[src/rtl/mv_seq_controller.sv]
// Command-driven sequencer for the systolic matrix-vector array: operand load,
// fetch/compute/drain stepping and valid/ready result readback.

module mv_seq_col_addr #(
    parameter int                   ADDR_SIZE = 10,
    parameter int                   COL       = 0,
    parameter logic [ADDR_SIZE-1:0] ZERO      = '1
) (
    input  logic                 col_en,
    input  logic [7:0]           cols,
    input  logic [ADDR_SIZE-1:0] row_base,
    output logic [ADDR_SIZE-1:0] addr
);
    // Columns beyond the active width read the zero point so idle PEs accumulate nothing.
    assign addr = (col_en && (32'(cols) > COL)) ? row_base + ADDR_SIZE'(COL) : ZERO;
endmodule

module mv_seq_controller #(
    parameter int                   WORD_SIZE       = 16,
    parameter int                   ADDR_SIZE       = 10,
    parameter int                   PE_NUMBER       = 64,
    parameter int                   MAX_ROWS        = 255,
    parameter int                   MEM_HEAD_ADDR   = 15,
    parameter logic [ADDR_SIZE-1:0] ZERO_POINT_ADDR = '1
) (
    input  logic                           clk,
    input  logic                           reset,
    input  logic                           cmd_valid,
    output logic                           cmd_ready,
    input  logic [WORD_SIZE-1:0]           cmd_data,
    output logic                           rsp_valid,
    input  logic                           rsp_ready,
    output logic [WORD_SIZE-1:0]           rsp_data,
    output logic                           array_clear,
    output logic                           array_read,
    output logic [PE_NUMBER*ADDR_SIZE-1:0] pe_t_addr,
    output logic [ADDR_SIZE-1:0]           l_d_addr,
    input  logic [WORD_SIZE-1:0]           l_d_o,
    output logic                           mem_w_en,
    output logic [ADDR_SIZE-1:0]           mem_w_addr,
    output logic [WORD_SIZE-1:0]           mem_w_data,
    output logic [ADDR_SIZE-1:0]           mem_r_addr,
    input  logic [WORD_SIZE-1:0]           mem_r_data,
    output logic                           busy,
    output logic                           done,
    output logic                           err
);
    typedef enum logic [2:0] {
        S_IDLE, S_LOAD_VEC, S_LOAD_MAT, S_FETCH, S_COMPUTE, S_DRAIN, S_READ_OUT
    } state_t;

    typedef enum logic [1:0] { RD_ADDR, RD_CAP, RD_HOLD } rd_ph_t;

    localparam logic [ADDR_SIZE-1:0] HEAD = ADDR_SIZE'(MEM_HEAD_ADDR);

    state_t                 state;
    rd_ph_t                 rd_ph;
    logic [7:0]             rows, cols;
    logic [15:0]            cnt, load_last;
    logic [ADDR_SIZE-1:0]   wr_addr, col_base;
    logic                   col_en, clr_q;

    logic [3:0]             opcode;
    logic [7:0]             arg;
    logic                   cmd_hs, dims_ok, start_acc;
    logic [15:0]            mat_words;
    logic [ADDR_SIZE-1:0]   mat_base, res_base;
    logic                   unused_cmd_bits;

    assign opcode          = cmd_data[15:12];
    assign arg             = cmd_data[7:0];
    assign unused_cmd_bits = ^cmd_data[11:8];
    assign cmd_hs          = cmd_valid && cmd_ready;
    assign dims_ok         = (rows != 8'd0) && (cols != 8'd0) &&
                             (32'(rows) <= MAX_ROWS) && (32'(cols) <= PE_NUMBER);
    assign mat_words       = 16'(rows) * 16'(cols);
    assign mat_base        = HEAD + ADDR_SIZE'(rows);
    assign res_base        = mat_base + ADDR_SIZE'(mat_words);
    assign start_acc       = (state == S_IDLE) && cmd_hs && (opcode == 4'h3) && dims_ok;

    assign busy        = (state != S_IDLE);
    assign cmd_ready   = (state == S_IDLE) || (state == S_LOAD_VEC) || (state == S_LOAD_MAT);
    assign array_read  = (state == S_DRAIN);
    // Held after reset until the first edge, then only during the START handshake.
    assign array_clear = clr_q | start_acc;

    // Operand writes are the accepted word itself; drain writes pass the array output through.
    always_comb begin
        mem_w_en   = 1'b0;
        mem_w_addr = ZERO_POINT_ADDR;
        mem_w_data = '0;
        if (state == S_LOAD_VEC || state == S_LOAD_MAT) begin
            mem_w_en   = cmd_valid;
            mem_w_addr = wr_addr;
            mem_w_data = cmd_data;
        end else if (state == S_DRAIN) begin
            mem_w_en   = 1'b1;
            mem_w_addr = wr_addr;
            mem_w_data = l_d_o;
        end
    end

    logic [PE_NUMBER-1:0][ADDR_SIZE-1:0] col_addr;

    genvar gi;
    generate
        for (gi = 0; gi < PE_NUMBER; gi++) begin : g_col
            mv_seq_col_addr #(
                .ADDR_SIZE (ADDR_SIZE),
                .COL       (gi),
                .ZERO      (ZERO_POINT_ADDR)
            ) u_col (
                .col_en   (col_en),
                .cols     (cols),
                .row_base (col_base),
                .addr     (col_addr[gi])
            );
        end
    endgenerate

    assign pe_t_addr = col_addr;

    always_ff @(posedge clk or posedge reset) begin
        if (reset) begin
            state      <= S_IDLE;
            rd_ph      <= RD_ADDR;
            rows       <= '0;
            cols       <= '0;
            cnt        <= '0;
            load_last  <= '0;
            wr_addr    <= ZERO_POINT_ADDR;
            col_base   <= ZERO_POINT_ADDR;
            col_en     <= 1'b0;
            l_d_addr   <= ZERO_POINT_ADDR;
            mem_r_addr <= ZERO_POINT_ADDR;
            rsp_valid  <= 1'b0;
            rsp_data   <= '0;
            clr_q      <= 1'b1;
            done       <= 1'b0;
            err        <= 1'b0;
        end else begin
            clr_q <= 1'b0;
            done  <= 1'b0;
            err   <= 1'b0;
            case (state)
                S_IDLE: if (cmd_hs) begin
                    case (opcode)
                        4'h0: ;
                        4'h1: rows <= arg;
                        4'h2: cols <= arg;
                        4'h3: if (dims_ok) begin
                            state    <= S_FETCH;
                            cnt      <= '0;
                            l_d_addr <= HEAD;
                            col_base <= mat_base;
                            col_en   <= 1'b1;
                        end else err <= 1'b1;
                        4'h4: if (dims_ok) begin
                            state     <= S_LOAD_VEC;
                            cnt       <= '0;
                            load_last <= 16'(rows) - 16'd1;
                            wr_addr   <= HEAD;
                        end else err <= 1'b1;
                        4'h5: if (dims_ok) begin
                            state     <= S_LOAD_MAT;
                            cnt       <= '0;
                            load_last <= mat_words - 16'd1;
                            wr_addr   <= mat_base;
                        end else err <= 1'b1;
                        4'h6: if (dims_ok) begin
                            state      <= S_READ_OUT;
                            cnt        <= '0;
                            rd_ph      <= RD_ADDR;
                            mem_r_addr <= res_base;
                        end else err <= 1'b1;
                        default: err <= 1'b1;
                    endcase
                end
                S_LOAD_VEC, S_LOAD_MAT: if (cmd_valid) begin
                    wr_addr <= wr_addr + 1'b1;
                    cnt     <= cnt + 16'd1;
                    if (cnt == load_last) state <= S_IDLE;
                end
                S_FETCH: begin
                    if (cnt == 16'(rows) - 16'd1) begin
                        cnt      <= '0;
                        l_d_addr <= ZERO_POINT_ADDR;
                        col_en   <= 1'b0;
                        if (cols == 8'd1) begin
                            state   <= S_DRAIN;
                            wr_addr <= res_base;
                        end else begin
                            state <= S_COMPUTE;
                        end
                    end else begin
                        cnt      <= cnt + 16'd1;
                        l_d_addr <= l_d_addr + 1'b1;
                        col_base <= col_base + ADDR_SIZE'(cols);
                    end
                end
                // Lets the last fetched row ripple across the remaining cols-1 columns.
                S_COMPUTE: begin
                    if (cnt == 16'(cols) - 16'd2) begin
                        state   <= S_DRAIN;
                        cnt     <= '0;
                        wr_addr <= res_base;
                    end else begin
                        cnt <= cnt + 16'd1;
                    end
                end
                S_DRAIN: begin
                    wr_addr <= wr_addr + 1'b1;
                    cnt     <= cnt + 16'd1;
                    if (cnt == 16'(cols) - 16'd1) begin
                        state <= S_IDLE;
                        cnt   <= '0;
                        done  <= 1'b1;
                    end
                end
                // The next address is presented while the current word waits in HOLD,
                // so a consumer that is always ready sees one word every two cycles.
                S_READ_OUT: begin
                    case (rd_ph)
                        RD_ADDR: rd_ph <= RD_CAP;
                        RD_CAP: begin
                            rsp_data   <= mem_r_data;
                            rsp_valid  <= 1'b1;
                            rd_ph      <= RD_HOLD;
                            mem_r_addr <= (cnt == 16'(cols) - 16'd1) ? ZERO_POINT_ADDR
                                                                     : mem_r_addr + 1'b1;
                        end
                        RD_HOLD: if (rsp_ready) begin
                            rsp_valid <= 1'b0;
                            if (cnt == 16'(cols) - 16'd1) begin
                                state <= S_IDLE;
                                cnt   <= '0;
                                rd_ph <= RD_ADDR;
                            end else begin
                                cnt   <= cnt + 16'd1;
                                rd_ph <= RD_CAP;
                            end
                        end
                        default: rd_ph <= RD_ADDR;
                    endcase
                end
                default: state <= S_IDLE;
            endcase
        end
    end
endmodule
[config.mk]
export PLATFORM = sky130hd
export DESIGN_NAME = mv_seq_controller
export DESIGN_NICKNAME = d
export VERILOG_FILES = /design/src/rtl/mv_seq_controller.sv
export SDC_FILE = /design/constraint.sdc
export NUM_CORES = 1
export LEC_CHECK = 0
export ABC_AREA = 1
export CAP_MARGIN = 0
export CORE_AREA = 2 2 295 297
export CTS_CLUSTER_SIZE = 16
export DETAILED_ROUTE_END_ITERATION = 7
export DIE_AREA = 0 0 297 299
export PLACE_DENSITY = 0.56
export RECOVER_POWER = 25
export REMOVE_ABC_BUFFERS = 1
export SKIP_CTS_REPAIR_TIMING = 1
export SLEW_MARGIN = 10
export SYNTH_ARGS = -nofsm -noshare
export SYNTH_HDL_FRONTEND = slang
export SYNTH_SLANG_ARGS = --single-unit
[constraint.sdc]
create_clock -name clk -period 6.79 [get_ports clk]
set_input_delay 1.358 -clock clk [delete_from_list [all_inputs] [get_ports clk]]
set_output_delay 1.358 -clock clk [all_outputs]
set_load 0.02 [all_outputs]
# Yosys cells after proc, flatten, opt, wreduce, memory -nomap -nowiden
# Index checks and enable logic that the tools add are counted.
# totals
input_bits	52
output_inout_bits	710
elab_cells	442
regBits	114
# op_classes
n_eq_ne	43
addsub	74
n_bitwise	1
n_reduce_logical	101
muxes	141
n_lt_le_gt_ge	65
mul	1
# op_table
cell	n
two-way mux 10 bit	84
adder 10 x 6 -> 10 bit, second input constant	32
> comparator 8 x 6 -> 1 bit, second input constant	32
two-way mux 16 bit	13
adder 10 x 5 -> 10 bit, second input constant	16
> comparator 8 x 5 -> 1 bit, second input constant	16
one-hot mux 16 bit (6 select lines)	1
adder 10 x 4 -> 10 bit, second input constant	8
one-hot mux 10 bit (2 select lines)	4
logical AND 1 bit	70
equality test 16 bit	4
> comparator 8 x 4 -> 1 bit, second input constant	8
one-hot mux 10 bit (5 select lines)	1
adder 10 x 1 -> 10 bit, second input constant	4
adder 10 x 3 -> 10 bit, second input constant	4
two-way mux 3 bit	12
> comparator 8 x 3 -> 1 bit, second input constant	4
one-hot mux 16 bit (2 select lines)	1
!= test 2 bit, second input constant	14
AND reduction 5 bit	5
adder 10 x 2 -> 10 bit, second input constant	2
one-hot mux 3 bit (6 select lines)	1
subtractor 8 x 1 -> 9 bit, second input constant	2
adder 16 x 1 -> 16 bit, second input constant	1
47 further kinds	87

# Depth between registers and ports, before layout
# depth
ltp_word	8
mapped_depth	29
ltp_nobuf	27

# Least setup slack after synthesis
# OpenSTA, ideal clock, no wires.
# synth_timing
path_kind	register to register
from	register cols[4]
to	register wr_addr[9]
setup_slack_ps	1616
setup_time_ps	79
path_stages_with_launch	29
period_less_slack_ps	5174
required_time_ps	6711
t_arrival_ps	5095
cell_sequence	dfrtp_1 -> buf_4 -> buf_2 -> nand2_1 -> inv_1 -> fa_1 -> inv_1 -> fa_1 -> inv_1 -> fa_1 -> inv_1 -> fa_1 -> inv_1 -> ha_1 -> nand2_1 -> inv_1 -> nand2_1 -> nand3b_1 -> nand2_1 -> inv_1 -> ha_1 -> nand2_1 -> o21ai_0 -> a21oi_1 -> or2_2 -> nand3_1 -> o21ai_0 -> inv_1 -> o21ai_1
# synth_between
elab_chain_cells	5
elab_cells_between_ends	18
cone_classes	2 x add/sub; 1 x mul; 1 x order compare; 6 x eq/ne; 4 x mux; 4 x reduce/logical
# synth_rtl
item	line_no	source
start, declared	58	logic [7:0] rows, cols;
start signal, assigned	150	4'h2: cols <= arg;
multiplier 8 x 8 -> 16 bit or nonzero test 8 bit (tied branches)	76, 74	
adder 9 x 10 -> 10 bit or logical AND 1 bit (tied branches)	78, 74	
two-way mux 10 bit or logical AND 1 bit (tied branches)	189, 75	
two-way mux 10 bit or != test 3 bit (tied branches)	-	
one-hot mux 10 bit (5 select lines) or AND reduction 9 bit (tied branches)	-	
end signal, assigned	180	wr_addr <= wr_addr + 1'b1;
end signal, assigned	191	wr_addr <= res_base;
end signal, assigned	206	wr_addr <= res_base;
end, declared	60	logic [ADDR_SIZE-1:0] wr_addr, col_base;
# Several ways; a longest one is shown, not always the timed one. The select of a mux whose other input is x is not followed.
# A chain may end at the register's enable or synchronous reset.

# Worst setup path after layout
# layout_timing
from	register cols[5]
to	output port pe_t_addr[76]
# layout_between
elab_chain_cells	3
# layout_rtl
item	line_no	source
> comparator 8 x 3 -> 1 bit	15	assign addr = (col_en && (32'(cols) > COL)) ? row_base + ADDR_SIZE'(COL) : ZERO;
logical AND 1 bit	15	
two-way mux 10 bit	15	
end, declared	36	output logic [PE_NUMBER*ADDR_SIZE-1:0] pe_t_addr,
# Every way passes these cells.

==> qor.txt <==
Status -> finished, violations left
Failing checks -> max-capacitance violations, max-slew violations
Clock Pin Slew Worst Setup and Hold Paths -> 0.06 ns
Final period utilization -> 89.9%
Commonest non-fill, non-tap cell in the layout -> nand2_1
Initial DRC Count -> 2,821
Fin crit period -> 6.10 ns
Delay-heaviest family, CP -> buffers and inverters
# setup viols final -> 0
Post-Syn Area -> 0.0196 sq mm
Final Max Slew Viols -> 119
Residual DRC -> 0
Flops & latches, synth -> 114
Final GP Congestion -> 1.06
R2r worst-path depth -> 25
Dominant cell type by area after synthesis -> nand2_1
Bufs on Longest Clock Path -> 2
Final hold violation count -> 0
CP Max Fanout -> 12
CTS tree -> done
Row cnt -> 108
Routed Antenna Nets -> 0
Skew-Pair Late Insertion Delay -> 0.44 ns
Max-Cap Viols -> 3
YS warnings -> 0
Post-synthesis cell count -> 3,336
Die area -> 0.0888 sq mm
Vias per cell -> 5.13
CP Launch Type -> flip-flop
Area grow syn2layout -> 49.9%
HP Class -> reg2reg
Critical Path RT -> 5.43 ns
Tightest Pin Transition -> 2.56 ns
Largest net degree at the start of global routing -> 56
Antenna violations before repair -> 5
Congestion Overflow GR -> 0
Setup crit end kind -> output port
Arrival time at the worst endpoint -> 4.74 ns
Distinct cells, synth -> 68
Crit. path cell count -> 7
WL/cell -> 28.5 um
Achievable Freq -> 164 MHz
Die W -> 297 um
CORE AREA -> 0.0859 sq mm
Post-synthesis sequential area ratio -> 14.8%
Via count -> 26,700
Initial core utilization -> 22.8%
WL final -> 148,000 um
Final #Nets -> 4,210
Post-DP HPWL -> 119,000 um
RSZ-0062 raised after global routing -> false
Critical path class -> reg2out
Slew headroom -> -70.7%
Number of diodes -> 0
First-pass GRT wire length -> 202,000 um
CP Cell Sequence -> buf_4, nor2_4, nand2_4, o21ai_0, clkinv_1, o211ai_1, clkdlybuf4s50_1
Slowest stage cell, crit path -> clkinv_1
I/O Pins -> 762
Total GRT Usage -> 31.9%
Ys flop type -> dfrtp_1
Pre-antenna DRT Iters -> 8
CTS Buf Count -> 17
Synth area leaders -> nand2_1 (21%), dfrtp_1 (9.3%), inv_1 (8.1%), xor2_1 (6.6%), nand3_1 (6.1%)
Buf/Inv on CP -> 3
Post-synth EDFFs -> 0
Vias in the first global route -> 24,800
Die Ht -> 299 um
Commonest cells after routing, fill and taps aside -> nand2_1 (1,127), clkdlybuf4s50_1 (686), inv_1 (423)
Async SR Flop Fraction -> 100%
Hold depth -> 2
Number of clock sinks -> 114
Setup TNS -> 0 ns
CTS root buffer -> clkbuf_16
Share of post-route cells with drive strength above 1 -> 8.87%
Clock skew -> 0.0100 ns
I/O Buffers -> 761
Top cell type's share of synthesized area -> 21.5%
H-tree depth -> 4
Slowest cell delay on critical path -> 0.87 ns
Syn Area/Cell -> 5.89 sq um
[logic make-up (layout without fill, tap and decap cells)]
| kind of cell | after synthesis | in the layout | synth area share (%) |
|---|---|---|---|
| buf+inv | 630 | 1340 | 12.6 |
| fa+ha+maj | 124 | 124 | 9.35 |
| mux | 19 | 19 | 1.07 |
| xor+xnor | 172 | 172 | 7.71 |
| compound gates | 540 | 540 | 17.3 |
| other cells | 1 | 2 | 0.0191 |
| simple gates | 1736 | 1736 | 37.2 |
| flops | 114 | 114 | 14.8 |
[metal layers]
layer | GRT usage (%) | vias up | share of wire [%]
met1 | 38.7 | 12800 | 39
met4 | 18.8 | 2 | 7.0
met5 | 0 | - | 0.0081
met2 | 52.3 | 1539 | 46
met3 | 6.45 | 370 | 8.3
li1 | - | 12000 | -
[metrics by stage]
step                instance area [sq um]  cells  hold slack [ns]  util, %  worst slack, ns
global placement                    28800   5170            0.464     33.5             1.23
floorplan                           18900   3171            0.455        -             1.67
CTS                                 29500   5202            0.476     34.3            0.909
global route                        29400   5202            0.495     34.2            0.580
detailed placement                  28800   5170            0.466     33.5             1.25
finish                              29400   5202            0.475     34.2            0.689
[worst paths after layout]
check                           slack, ns             to       start
worst min register to register       0.47     wr_addr[3]  wr_addr[3]
worst max register to register       1.24     wr_addr[9]     cols[7]
min in group asynchronous            1.82    rsp_data[5]       reset
worst max-delay path                 0.69  pe_t_addr[76]     cols[5]
worst min-delay path                 0.47     wr_addr[3]  wr_addr[3]
max in group asynchronous            1.90       state[2]       reset
[cells in the mapped netlist (6+ instances only)]
library cell,instances
nor2_2,14
clkbuf_1,114
o21ai_1,32
nand3_1,241
dfstp_2,41
o22ai_1,9
a31oi_1,12
inv_2,28
o31ai_1,7
nand3b_1,12
nand2_2,12
a31oi_2,6
fa_1,38
nand2_1,1123
a21oi_1,130
buf_1,12
buf_4,7
dfrtp_1,73
inv_1,424
ha_1,86
mux2_2,16
nand4_1,25
o21ai_0,232
clkinv_1,8
buf_2,28
o211ai_1,39
o2111ai_1,6
nor3_1,24
o21a_1,17
or2_2,39
nor2_1,223
nor2_4,11
xor2_1,147
xnor2_1,24
[flip-flops by register name (all words and copies together), names as in the netlist]
register,cells
done,1
state,3
rsp_valid,1
rd_ph,2
mem_r_addr,10
rows,8
err,1
clr_q,1
wr_addr,10
cols,8
col_en,1
load_last,16
rsp_data,16
cnt,16
col_base,10
l_d_addr,10
[layout make-up]
cell class              count  area [sq um]
fillers                  9526         56500
multi-input cells        2593         14300
repair buffers            844          8350
flip-flops and latches    114          2900
inverters                 464          1750
well taps                1155          1450
clock buffers              19           443
clock inverters            13           229
[worst register-to-register path, stage by stage, from the launching register on]
cell and delay (ns):
dfrtp_1 0.77, nand2_1 0.17, fa_1 0.54, fa_1 0.57, inv_1 0.07, fa_1 0.53, inv_1 0.06, fa_1 0.53
inv_1 0.04, ha_1 0.35, nand2_1 0.10, inv_1 0.06, nand2_1 0.06, nand2_1 0.06, nand2_1 0.05, nand2_1 0.15
inv_1 0.10, ha_1 0.33, nand2_1 0.08, o21ai_0 0.16, a21oi_1 0.08, or2_2 0.33, nand3_1 0.07, o21ai_0 0.09
inv_1 0.06, o21ai_1 0.06
Power is left out: the tool's default activity adds up to more than one toggle a clock period on the data nets, which glitch-free logic cannot reach.
